==> src/rtl/result_writeback_nn.sv <==
// result_writeback_nn
//
// Purpose:
//   Sits behind the 2x2 MAC array / top sequencer of the NxN matrix-vector
//   path. Each time a row tile completes, the four accumulator outputs are
//   captured. They are reduced pairwise into two row sums, and each sum is
//   requantized to W bits (arithmetic shift, optional ReLU, saturation).
//   The results are stored in an N-entry buffer. After the sequencer's done
//   pulse the buffer is streamed out over a valid/ready interface.
//
// Ports:
//   clk            clock, rising edge
//   rst            asynchronous reset, active low
//   start          one-cycle pulse, arms collection and clears the buffer
//   acc_in_0..3    signed MAC accumulator outputs (ACC_W bits each)
//   valid_in       per-MAC valid; all four must be set for a capture
//   row_tile       tile index of the current results (entries 2t, 2t+1)
//   done_in        sequencer done pulse, starts the drain
//   out_valid      stream data valid
//   out_ready      stream consumer ready
//   out_data       requantized result (signed, W bits)
//   out_index      row index of out_data
//   out_last       high together with entry N-1
//   busy           block is collecting or draining
//   wb_done        one-cycle pulse after the last beat is accepted
//   err_partial    sticky: valid_in was seen neither 0 nor all ones
//   err_missing    sticky: done_in arrived before every tile was captured
module result_writeback_nn #(
    parameter int W     = 8,
    parameter int ACC_W = 16,
    parameter int N     = 4,
    parameter int SHIFT = 0,
    parameter int RELU  = 0
) (
    input  logic                          clk,
    input  logic                          rst,
    input  logic                          start,
    input  logic signed [ACC_W-1:0]       acc_in_0,
    input  logic signed [ACC_W-1:0]       acc_in_1,
    input  logic signed [ACC_W-1:0]       acc_in_2,
    input  logic signed [ACC_W-1:0]       acc_in_3,
    input  logic [3:0]                    valid_in,
    input  logic [$clog2(N/2)-1:0]        row_tile,
    input  logic                          done_in,
    output logic                          out_valid,
    input  logic                          out_ready,
    output logic signed [W-1:0]           out_data,
    output logic [$clog2(N)-1:0]          out_index,
    output logic                          out_last,
    output logic                          busy,
    output logic                          wb_done,
    output logic                          err_partial,
    output logic                          err_missing
);

    localparam int TW   = $clog2(N/2);
    localparam int IW   = $clog2(N);
    localparam int MAXI = 2**(W-1) - 1;
    localparam int MINI = -(2**(W-1));
    localparam logic signed [ACC_W:0] MAX_V = MAXI[ACC_W:0];
    localparam logic signed [ACC_W:0] MIN_V = MINI[ACC_W:0];
    localparam logic [IW-1:0]         LAST_IDX = IW'(N-1);

    typedef enum logic [1:0] {
        IDLE    = 2'd0,
        COLLECT = 2'd1,
        DRAIN   = 2'd2
    } state_t;

    state_t                 state_q, state_d;
    logic signed [W-1:0]    entry_q [N];
    logic signed [W-1:0]    entry_d [N];
    logic [N/2-1:0]         tileSeen_q, tileSeen_d;
    logic [IW-1:0]          idx_q, idx_d, idxNext;
    logic                   outValid_q, outValid_d;
    logic signed [W-1:0]    outData_q, outData_d;
    logic                   outLast_q, outLast_d;
    logic                   wbDone_q, wbDone_d;
    logic                   errPartial_q, errPartial_d;
    logic                   errMissing_q, errMissing_d;

    logic signed [ACC_W:0]  sumA, sumB;
    logic signed [W-1:0]    qA, qB;

    // Shift, optional ReLU, then clamp into the signed W-bit range.
    function automatic logic signed [W-1:0] requant(input logic signed [ACC_W:0] s);
        logic signed [ACC_W:0] sh;
        sh = s >>> SHIFT;
        if ((RELU != 0) && sh[ACC_W]) begin
            sh = '0;
        end
        if (sh > MAX_V) begin
            return MAX_V[W-1:0];
        end else if (sh < MIN_V) begin
            return MIN_V[W-1:0];
        end
        return sh[W-1:0];
    endfunction

    // Sums are one bit wider than the accumulators so they never wrap.
    assign sumA = {acc_in_0[ACC_W-1], acc_in_0} + {acc_in_1[ACC_W-1], acc_in_1};
    assign sumB = {acc_in_2[ACC_W-1], acc_in_2} + {acc_in_3[ACC_W-1], acc_in_3};
    assign qA   = requant(sumA);
    assign qB   = requant(sumB);

    assign idxNext = idx_q + 1'b1;

    // Next-state logic. The buffer next-state is computed before the drain
    // decision, so a capture arriving with done_in is visible to both the
    // tile_seen check and the first beat.
    always_comb begin
        state_d      = state_q;
        entry_d      = entry_q;
        tileSeen_d   = tileSeen_q;
        idx_d        = idx_q;
        outValid_d   = outValid_q;
        outData_d    = outData_q;
        outLast_d    = outLast_q;
        wbDone_d     = 1'b0;
        errPartial_d = errPartial_q;
        errMissing_d = errMissing_q;

        case (state_q)
            IDLE: begin
                if (start) begin
                    for (int i = 0; i < N; i++) begin
                        entry_d[i] = '0;
                    end
                    tileSeen_d   = '0;
                    errPartial_d = 1'b0;
                    errMissing_d = 1'b0;
                    state_d      = COLLECT;
                end
            end
            COLLECT: begin
                if (start) begin
                    for (int i = 0; i < N; i++) begin
                        entry_d[i] = '0;
                    end
                    tileSeen_d   = '0;
                    errPartial_d = 1'b0;
                    errMissing_d = 1'b0;
                end else begin
                    if (valid_in == 4'b1111) begin
                        for (int t = 0; t < N/2; t++) begin
                            if (row_tile == TW'(t)) begin
                                entry_d[2*t]   = qA;
                                entry_d[2*t+1] = qB;
                                tileSeen_d[t]  = 1'b1;
                            end
                        end
                    end else if (valid_in != 4'b0000) begin
                        errPartial_d = 1'b1;
                    end
                    if (done_in) begin
                        if (!(&tileSeen_d)) begin
                            errMissing_d = 1'b1;
                        end
                        state_d    = DRAIN;
                        idx_d      = '0;
                        outValid_d = 1'b1;
                        outData_d  = entry_d[0];
                        outLast_d  = 1'b0;
                    end
                end
            end
            DRAIN: begin
                if (outValid_q && out_ready) begin
                    if (idx_q == LAST_IDX) begin
                        outValid_d = 1'b0;
                        outLast_d  = 1'b0;
                        wbDone_d   = 1'b1;
                        state_d    = IDLE;
                    end else begin
                        idx_d     = idxNext;
                        outData_d = entry_q[idxNext];
                        outLast_d = (idxNext == LAST_IDX);
                    end
                end
            end
            default: begin
                state_d = IDLE;
            end
        endcase
    end

    // State and datapath registers, all cleared by the asynchronous reset.
    always_ff @(posedge clk or negedge rst) begin
        if (!rst) begin
            state_q      <= IDLE;
            for (int i = 0; i < N; i++) begin
                entry_q[i] <= '0;
            end
            tileSeen_q   <= '0;
            idx_q        <= '0;
            outValid_q   <= 1'b0;
            outData_q    <= '0;
            outLast_q    <= 1'b0;
            wbDone_q     <= 1'b0;
            errPartial_q <= 1'b0;
            errMissing_q <= 1'b0;
        end else begin
            state_q      <= state_d;
            entry_q      <= entry_d;
            tileSeen_q   <= tileSeen_d;
            idx_q        <= idx_d;
            outValid_q   <= outValid_d;
            outData_q    <= outData_d;
            outLast_q    <= outLast_d;
            wbDone_q     <= wbDone_d;
            errPartial_q <= errPartial_d;
            errMissing_q <= errMissing_d;
        end
    end

    assign out_valid   = outValid_q;
    assign out_data    = outData_q;
    assign out_index   = idx_q;
    assign out_last    = outLast_q;
    assign busy        = (state_q != IDLE);
    assign wb_done     = wbDone_q;
    assign err_partial = errPartial_q;
    assign err_missing = errMissing_q;

endmodule

==> config.mk <==
export PLATFORM = sky130hd
export DESIGN_NAME = result_writeback_nn
export DESIGN_NICKNAME = d
export VERILOG_FILES = /design/src/rtl/result_writeback_nn.sv
export SDC_FILE = /design/constraint.sdc
export NUM_CORES = 1
export LEC_CHECK = 0
export CAP_MARGIN = 20
export CORE_ASPECT_RATIO = 1.5
export CORE_UTILIZATION = 48
export DETAILED_ROUTE_END_ITERATION = 6
export HOLD_SLACK_MARGIN = 0.03
export PLACE_DENSITY = 0.87
export SLEW_MARGIN = 5
export SYNTH_ARGS = -nofsm -noshare
export SYNTH_HDL_FRONTEND = slang
export SYNTH_SLANG_ARGS = --single-unit
==> constraint.sdc <==
create_clock -name clk -period 2.4 [get_ports clk]
set_input_delay 0.24 -clock clk [delete_from_list [all_inputs] [get_ports clk]]
set_output_delay 0.24 -clock clk [all_outputs]
set_load 0.005 [all_outputs]
==> flow_summary_export.csv, run 1 <==
group,metric,value,unit
synth,synthCells,514,
synth,yosysMostFrequentCell,"nand2_1",
critical_path,required,2.54,ns
status,status,"finished, violations left",
floorplanning,start_util,50.1,%
timing,timing.final.ws_setup,-0.719,ns
route,drt-vias-per-instance,7.18,
timing,fin_setup_tns,-15.52,ns
critical_path,r2r_slack,-0.04,ns
power_and_ir_drop,pwr-share-comb,55.6,%
clocking,clock_latency,0.30,ns
power_and_ir_drop,power,0.00409,W
power_and_ir_drop,seq_power_share,23.9,%
layout,fin_nets,858,
synth,yosysWarnings,0,
clocking,htreeDepth,2,
route,post-route-drc-count,2,
clocking,clk_pin_slew_worst_paths,0.07,ns
timing,min_period,3.12,ns
timing,fmax,0.321,GHz
power_and_ir_drop,switching_share,39.1,%
hold_path,hold_start,"acc_in_2[0]",
critical_path,ff2ff_path_depth,6,
synth,netlist_top_cells_count,"nand2_1, dfrtp_1, o21ai_0",
power_and_ir_drop,switching_power,0.00160,W
timing,clock_skew,0.00534,ns
critical_path,worstPathArrival,3.26,ns
placement,gp_congestion,0.945,
layout,antennaDiodeCount,0,
critical_path,worstPathMaxFanout,5,
power_and_ir_drop,powerDensity,515,mW/mm^2
floorplanning,dieWidth,81.1,microns
layout,post-route-util,88.3,%
synth,ys.flop_type,"dfrtp_1",
synth,synth_area,0.00450,sq mm
route,routed_wl,23300,microns
placement,io_buffers,89,
power_and_ir_drop,pwr-share-clk,20.4,%
critical_path,r2r-start,"state_q[1]",
floorplanning,ios,90,
layout,syn_to_final_growth,76.2,%
floorplanning,die_area,0.00978,sq mm
critical_path,crit_path_start_kind,"input pin",
synth,synth-async-reset-ratio,100,%
route,drt_iter0_markers,859,
synth,ys_types,78,
global_route,grt_usage,39.3,%
global_route,grt_start_max_net_pins,21,
timing,worst_pin_slew,0.548,ns
floorplanning,coreArea,0.00899,sq mm
clocking,numClockSinks,51,
timing,setup_viol_count_final,38,
power_and_ir_drop,p_int,0.00249,W
synth,syn_area_per_cell,8.76,sq um
critical_path,crit_start,"acc_in_1[4]",
layout,drive_above_1_share,47.7,%
synth,yosysTopAreaCellShare,28.4,%
global_route,antenna_found_initial,2,
global_route,grt_pass1_wl,29300,microns
synth,synth-edff-count,0,
synth,yosysSeqAreaShare,28.4,%
route,wl_per_cell,27.1,microns
critical_path,end_kind,"flip-flop",
synth,synth_fp_nets,624,
power_and_ir_drop,p_leak,3.46,nW
route,first_pass_iters,7,
status,violations,"DRC, setup timing",
clocking,clockBufferDepth,2,
critical_path,path_class,"in -> reg",
global_route,grt_remaining_overflow,0,
timing,period_share,130,%
placement,dp.final_hpwl,10900,microns
timing,finalHoldViolations,0,
clocking,root_buffer,"clkbuf_16",
timing,maxSlewViolCount,0,
synth,synthTopCellsByArea,"dfrtp_1, ha_1, nand2_1",
synth,synth-seq-cells,51,
floorplanning,die_h,121,microns
clocking,cts_buffers,5,
timing,fin_hold_ws,0.361,ns
route,drtAntennaViolNets,0,
floorplanning,num_rows,42,
global_route,grt_pass1_vias,6066,
critical_path,r2r_end,"out_data[2]",
synth,yosys.area.top_type,"dfrtp_1",
hold_path,hp-class,"in -> reg",
clocking,tritoncts,"yes",
route,dr_total_vias,6167,
timing,grt_setup_unrepaired,"yes",
timing,slew_headroom,63.2,%
critical_path,timing.critical_path.to,"out_data[6]",
job,maxCapViolCount,0,
power_and_ir_drop,peakVddDrop,0.836,mV
-- cells by family after synthesis --
group / after synthesis / share of synthesized area (%)
buffers and inverters: 36 / 3.34
muxes: 13 / 5.20
xor gates and xnor gates: 21 / 4.25
adders and majority gates: 36 / 10.3
and+or+nand+nor: 165 / 18.7
DFF: 51 / 28.4
AOI/OAI and AO/OA: 192 / 29.8
-- how the worst min path moves through the flow --
stage / end / slack [ns] / cells after the start
3_3_place_gp: state_q[0] / 0.19 / 1
2_1_floorplan: entry_q[0] / -0.06 / 0
6_report: entry_q[16] / 0.36 / 4
4_1_cts: entry_q[0] / 0.35 / 4
3_5_place_dp: err_missing / 0.20 / 1
5_1_grt: entry_q[16] / 0.40 / 4
-- stage by stage --
stage	instances	setup slack (ns)	area (sq um)
detailed placement	801	-1.02	6360
global route	859	-0.758	7930
CTS	841	-0.262	7450
global placement	801	-0.967	6360
floorplan	514	-0.303	4620
finish	859	-0.719	7930
-- power by group through the flow --
stage	clock (W)	sequential, W	combinational, W
6_report	0.000836	0.000977	0.00228
4_1_cts	0.000808	0.000964	0.00187
3_5_place_dp	0	0.000979	0.00154
3_3_place_gp	0	0.000974	0.00150
5_1_grt	0.000850	0.000976	0.00234
2_1_floorplan	0	0.000966	0.000869
-- registers in the layout, summed over array words and instances, names as in the netlist --
signal and count:
entry_q 32, out_data 8, out_index 2, state_q 2, tileSeen_q 2, err_missing 1, err_partial 1, out_last 1
out_valid 1, wb_done 1
-- repair_timing --
| action | in CTS | in global routing |
|---|---|---|
| cloned | 2 | 0 |
| hold endpoints to repair | 18 | 0 |
| resized for setup | 254 | 101 |
| hold buffers | 1 | 0 |
| setup endpoints to repair | 40 | 37 |
| setup buffers | 31 | 21 |
| pin swaps | 107 | 53 |
-- final cells by class --
class,instances,area (sq um)
clock buffers,5,125
repair buffers,249,2190
multi-input cells,428,4110
fillers,371,1050
well taps,110,138
flip-flops and latches,51,1280
clock inverters,3,43.8
inverters,13,48.8
-- routing by layer --
| metal | GRT usage, % | wire (microns) | vias to the layer above | share of wire (%) |
|---|---|---|---|---|
| li1 | - | - | 2424 | - |
| met1 | 41.6 | 7740 | 2870 | 33 |
| met2 | 67.3 | 10900 | 624 | 47 |
| met3 | 8.15 | 2470 | 245 | 11 |
| met4 | 27.8 | 2230 | 4 | 9.5 |
| met5 | 0 | 28 | - | 0.12 |
-- worst max-delay path, cell delays in order --
cell and delay, ns:
dlygate4sd2_1 0.27, ha_4 0.32, o211ai_1 0.13, o21ai_2 0.33, a2111oi_4 0.13, buf_4 0.17, or3_1 0.34, and2_1 0.21
and3_4 0.21, a22oi_2 0.34, o22ai_1 0.12, o21ai_1 0.43
-- placed cells by master (no fill, tap or decap), types with 7 or more instances in the layout --
master,netlist,layout
buf_2,6,8
o21ai_2,1,13
clkbuf_2,0,11
nand2b_1,7,7
o211ai_1,7,7
a22oi_2,1,16
o21ai_1,12,14
xnor2_1,12,10
nor2_1,27,22
mux4_2,8,8
clkdlybuf4s50_1,0,34
inv_1,13,10
dfrtp_1,51,51
ha_1,34,7
dlygate4sd2_1,0,10
ha_4,0,24
buf_6,1,43
and2_1,10,10
a21oi_1,32,17
a21o_1,18,17
nand2_1,61,58
buf_4,0,123
o21ai_0,39,19
a21oi_2,1,12
clkdlybuf4s15_1,0,11
Note: power is estimated with default switching activity, not from simulation.
==> run 2: changes to the inputs <==
- GPL_TIMING_DRIVEN: default -> 0
==> run 2 against run 1 <==
Against the previous run:
- the run ends with setup timing left
- register-to-register slack got worse by 0.13 ns
- design area decreased by 6.3%
- clock power decreased by 7.9%
- critical path type unchanged
- sequential share of layout area increased by 1.1 points
- critical path depth increased by 1
- highest routed layer is now met4
- clock skew increased by 0.0020 ns
- critical endpoint is now entry_q[10]
- first-iteration DRC count decreased by 22%
- sequential power about the same
- die area unchanged
- combinational power decreased by 8.8%
- worst hold slack got worse by 0.014 ns
==> flow_summary_export.csv, run 2 (synthesis gave the netlist of run 1 again) <==
group,metric,value,unit
critical_path,ff2ff_path_depth,7,
power_and_ir_drop,powerDensity,515,mW/mm^2
timing,fin_hold_ws,0.347,ns
hold_path,holdPathEnd,"entry_q[0]",
clocking,clock_latency,0.31,ns
timing,period_share,124,%
timing,slew_headroom,49.4,%
layout,antennaDiodeCount,0,
hold_path,hp-class,"in -> reg",
route,routed_wl,20200,microns
timing,setup_viol_count_final,37,
route,drt-vias-per-instance,7.07,
placement,dp.final_hpwl,9740,microns
layout,regMostFlops,"entry_q",
placement,io_buffers,89,
layout,largest_reg_flops,32,
global_route,grt_pass1_wl,25700,microns
critical_path,path_class,"in -> reg",
timing,worst_pin_slew,0.757,ns
timing,clock_skew,0.00738,ns
status,violations,"setup timing",
placement,placed_area,0.00567,sq mm
clocking,clk_pin_slew_worst_paths,0.08,ns
critical_path,r2r-start,"state_q[1]",
critical_path,end_kind,"flip-flop",
critical_path,worstPathMaxFanout,4,
route,drtAntennaViolNets,0,
critical_path,required,2.58,ns
timing,timing.final.ws_setup,-0.569,ns
critical_path,worstPathArrival,3.15,ns
global_route,grt_remaining_overflow,0,
floorplanning,die_area,0.00978,sq mm
floorplanning,start_util,50.1,%
floorplanning,die_h,121,microns
floorplanning,dieWidth,81.1,microns
layout,post-route-util,82.7,%
hold_path,whs_path_depth,4,
critical_path,r2r_end,"out_data[3]",
timing,finalHoldViolations,0,
clocking,numClockSinks,51,
status,status,"finished, violations left",
floorplanning,ios,90,
route,first_pass_iters,6,
layout,drive_above_1_share,43.9,%
timing,min_period,2.97,ns
timing,grt_setup_unrepaired,"yes",
global_route,grt_usage,33.6,%
clocking,htreeDepth,2,
job,maxCapViolCount,0,
critical_path,crit_path_start_kind,"input pin",
global_route,antenna_found_initial,0,
layout,layout_common_cells,"buf_4, nand2_1, dfrtp_1",
power_and_ir_drop,p_leak,3.19,nW
critical_path,r2r_slack,-0.17,ns
clocking,root_buffer,"clkbuf_16",
layout,fillers,431,
route,wl_per_cell,25.1,microns
clocking,tritoncts,"yes",
route,drt_iter0_markers,674,
layout,syn_to_final_growth,65.1,%
placement,gp_congestion,0.891,
clocking,clockBufferDepth,2,
route,dr_total_vias,5692,
power_and_ir_drop,peakVddDrop,0.632,mV
global_route,grt_pass1_vias,5396,
global_route,grt_start_max_net_pins,29,
layout,regArea,0.00128,sq mm
clocking,cts_buffers,5,
hold_path,hold_start,"acc_in_2[0]",
layout,multi_input_area,0.00415,sq mm
timing,maxSlewViolCount,0,
layout,fin_nets,804,
layout,final_area,0.00743,sq mm
layout,mostFrequentLayoutCell,"buf_4",
floorplanning,num_rows,42,
timing,fmax,0.337,GHz
floorplanning,coreArea,0.00899,sq mm
route,post-route-drc-count,0,
run 2: layout make-up:
type | count | area share (%)
repair buffers | 183 | 20.9
plain buffers | 12 | 1.50
well taps | 110 | 1.85
flip-flops and latches | 51 | 17.2
inverters | 13 | 0.657
clock inverters | 3 | 0.387
clock buffers | 5 | 1.68
multi-input cells | 428 | 55.8
run 2: what timing repair did:
item                       4_1_cts  5_1_grt
cloned                           3        0
setup buffers                   49       41
pin swaps                      104       81
gates resized for setup        230      120
setup endpoints to repair       42       42
hold endpoints to repair        23        0
hold buffers                     1        0
run 2: stage by stage:
step	total power, W	instances	setup TNS [ns]	setup slack, ns
3_3_place_gp	0.00227	713	-50.26	-1.11
4_1_cts	0.00337	767	-5.60	-0.332
2_1_floorplan	0.00184	514	-4.31	-0.303
5_1_grt	0.00395	805	-16.25	-0.695
6_report	0.00382	805	-12.98	-0.569
3_5_place_dp	0.00230	714	-38.21	-1.13
run 2: critical path: stages:
cell      delay [ns]
buf_6           0.10
ha_4            0.16
fa_2            0.35
a21o_4          0.24
buf_6           0.13
a22oi_2         0.23
mux2i_2         0.14
a2111o_1        0.44
nor4_4          0.33
buf_4           0.17
a31oi_4         0.12
a21o_1          0.24
a22o_1          0.27
run 2: worst max-delay path by stage:
| stage | startpoint | end | depth (start not counted) |
|---|---|---|---|
| final | acc_in_1[0] | entry_q[10] | 13 |
| after global routing | acc_in_1[3] | out_data[3] | 13 |
| after CTS | acc_in_1[0] | out_data[2] | 12 |
| after detailed placement | acc_in_0[1] | entry_q[27] | 11 |
| after global placement | acc_in_0[6] | out_data[2] | 12 |
| after floorplan | acc_in_0[6] | entry_q[10] | 11 |
run 2: metal layers:
layer / global-route usage, % / vias up / part of all wire [%]
li1: - / 2309 / -
met5: 0 / - / 0
met3: 6.34 / 179 / 8.2
met4: 20.3 / 0 / 8.3
met2: 58.8 / 521 / 50
met1: 36.3 / 2683 / 33
run 2: power breakdown:
| part | switching (W) | total (W) | leakage [nW] | internal (W) |
|---|---|---|---|---|
| sequential | 0.0000591 | 0.000974 | 0.698 | 0.000915 |
| clock | 0.000371 | 0.000770 | 0.0759 | 0.000399 |
| combinational | 0.00109 | 0.00208 | 2.41 | 0.000986 |
| total | 0.00152 | 0.00382 | 3.19 | 0.00230 |
==> run 3: changes to the inputs <==
- CORE_MARGIN: default -> 2
==> run 3 against run 2 <==
Against the previous run:
- the run ends with DRC, setup timing left
- clock skew up 0.0027 ns
- critical path depth decreased by 1
- critical path type unchanged
- worst hold slack lost 0.021 ns
- register-to-register slack improved by 0.18 ns
- sequential share of layout area increased by 0.34 points
- sequential power is 0.5% lower
- count of clock-buffer cells in the layout rose by 1
- largest power group unchanged
- wire length shrank 13%
- worst setup slack improved by 0.034 ns
- via count fell by 5.8%
- combinational power is 6% lower
- clock power up 4.0%
==> flow_summary_export.csv, run 3 (synthesis gave the netlist of run 1 again) <==
group,metric,value,unit
layout,fin_nets,789,
power_and_ir_drop,p_int,0.00232,W
route,post-route-drc-count,5,
layout,largest_reg_flops,32,
floorplanning,dieWidth,83.1,microns
status,status,"finished, violations left",
timing,slew_headroom,45.1,%
status,violations,"DRC, setup timing",
layout,antennaDiodeCount,0,
power_and_ir_drop,p_leak,3.06,nW
power_and_ir_drop,switching_power,0.00139,W
critical_path,required,2.61,ns
timing,min_period,2.94,ns
timing,maxSlewViolCount,0,
timing,fin_hold_ws,0.325,ns
global_route,grt_remaining_overflow,0,
floorplanning,ios,90,
timing,period_share,122,%
route,drt-vias-per-instance,6.78,
route,dr_total_vias,5364,
timing,timing.final.ws_setup,-0.536,ns
route,first_pass_iters,7,
critical_path,worstPathArrival,3.14,ns
floorplanning,coreArea,0.00920,sq mm
clocking,clockBufferDepth,2,
timing,fmax,0.341,GHz
power_and_ir_drop,switching_share,37.4,%
placement,dp_cells,716,
floorplanning,die_area,0.0102,sq mm
timing,grt_setup_unrepaired,"yes",
hold_path,whs_path_depth,4,
timing,finalHoldViolations,0,
power_and_ir_drop,powerDensity,510,mW/mm^2
clocking,tritoncts,"yes",
critical_path,worstPathMaxFanout,5,
floorplanning,num_rows,43,
timing,setup_viol_count_final,35,
placement,io_buffers,89,
timing,clock_skew,0.0100,ns
power_and_ir_drop,peakVddDrop,0.708,mV
clocking,numClockSinks,51,
clocking,htreeDepth,2,
route,drtAntennaViolNets,0,
route,drt_iter0_markers,568,
power_and_ir_drop,seq_power_share,26.1,%
global_route,grt_pass1_vias,5183,
power_and_ir_drop,pwr-share-comb,52.4,%
layout,post-route-util,79.2,%
global_route,grt_start_max_net_pins,35,
critical_path,path_class,"in -> reg",
layout,mostFrequentLayoutCell,"buf_4",
clocking,clk_pin_slew_worst_paths,0.07,ns
placement,gp_congestion,0.908,
clocking,root_buffer,"clkbuf_16",
clocking,clock_latency,0.30,ns
global_route,grt_usage,29.0,%
timing,worst_pin_slew,0.821,ns
job,maxCapViolCount,0,
layout,layout.cells.non_filler,791,
floorplanning,die_h,123,microns
power_and_ir_drop,pwr-share-clk,21.5,%
layout,layout_common_cells,"buf_4, nand2_1, dfrtp_1",
global_route,grt_pass1_wl,24400,microns
clocking,cts_buffers,5,
route,routed_wl,17500,microns
floorplanning,start_util,48.9,%
hold_path,hp-class,"in -> reg",
layout,regMostFlops,"entry_q",
critical_path,crit_path_start_kind,"input pin",
layout,syn_to_final_growth,61.8,%
layout,drive_above_1_share,39.6,%
placement,dp.final_hpwl,10000,microns
route,wl_per_cell,22.1,microns
critical_path,ff2ff_path_depth,7,
critical_path,end_kind,"flip-flop",
global_route,antenna_found_initial,0,
## run 3: cell count changes in the layout (fill, tap and decap cells not counted), sizes merged
cell           previous run  this run
bufinv                    0         1
clkdlybuf4s15             6        10
dlygate4sd2              10        22
dlymetal6s2s              8         4
clkbuf                   32        18
buf                     109        97
clkinv                    2         0
inv                      14        13
## run 3: layout make-up
class | instances | area (sq um)
Multi-Input combinational cell | 428 | 4090
Fill cell | 490 | 1920
Timing Repair Buffer | 167 | 1450
Sequential cell | 51 | 1280
Tap cell | 112 | 140
Clock buffer | 6 | 129
Buffer | 13 | 114
Inverter | 13 | 48.8
Clock inverter | 1 | 30.0
## run 3: critical path: stages
cell and delay, ns:
buf_6 0.10, ha_4 0.16, fa_2 0.38, a21o_4 0.23, a221oi_4 0.34, o211ai_4 0.16, a311o_1 0.34, a22oi_2 0.31
a41oi_4 0.25, nor2_2 0.28, o21ai_1 0.14, a22oi_1 0.22
## run 3: metrics by stage
| step | setup WS (ns) | area, sq um | total power [W] | setup TNS [ns] |
|---|---|---|---|---|
| floorplan | -0.303 | 4620 | 0.00184 | -4.31 |
| finish | -0.536 | 7280 | 0.00372 | -10.51 |
| CTS | -0.377 | 6730 | 0.00338 | -5.95 |
| global placement | -1.10 | 5650 | 0.00226 | -50.87 |
| detailed placement | -1.16 | 5670 | 0.00230 | -37.12 |
| global route | -0.680 | 7280 | 0.00385 | -14.66 |
## run 3: power groups by stage
stage	registers, W	logic [W]	clock network [W]
after floorplan	0.000966	0.000869	0
after global placement	0.000969	0.00129	0
after detailed placement	0.000972	0.00133	0
after CTS	0.000956	0.00164	0.000779
after global routing	0.000975	0.00205	0.000824
final	0.000969	0.00195	0.000801
## run 3: timing repair
| action | 4_1_cts | 5_1_grt |
|---|---|---|
| buffers inserted | 46 | 28 |
| endpoints found under the hold margin | 17 | 0 |
| hold buffers | 1 | 0 |
| pin swaps | 94 | 61 |
| resized for setup | 228 | 92 |
| gates cloned | 3 | 0 |
| setup endpoints to repair | 42 | 41 |
## run 3: metal layers
metal	vias to the layer above	part of all wire [%]	routed length, microns	global-route usage (%)
li1	2281	-	-	-
met1	2552	34	5910	31.5
met2	411	53	9300	53.8
met3	120	6.8	1190	3.83
met4	0	6.4	1130	16.8
met5	-	0	0	0
## run 3: final timing paths
path | from | end | slack (ns)
max in group asynchronous | rst | entry_q[24] | 1.44
hold reg to reg | entry_q[9] | entry_q[9] | 0.48
setup / recovery | acc_in_1[0] | entry_q[28] | -0.54
hold / removal | acc_in_2[0] | entry_q[0] | 0.33
min in group asynchronous | rst | entry_q[8] | 0.42
setup reg to reg | state_q[1] | out_data[3] | 0.01
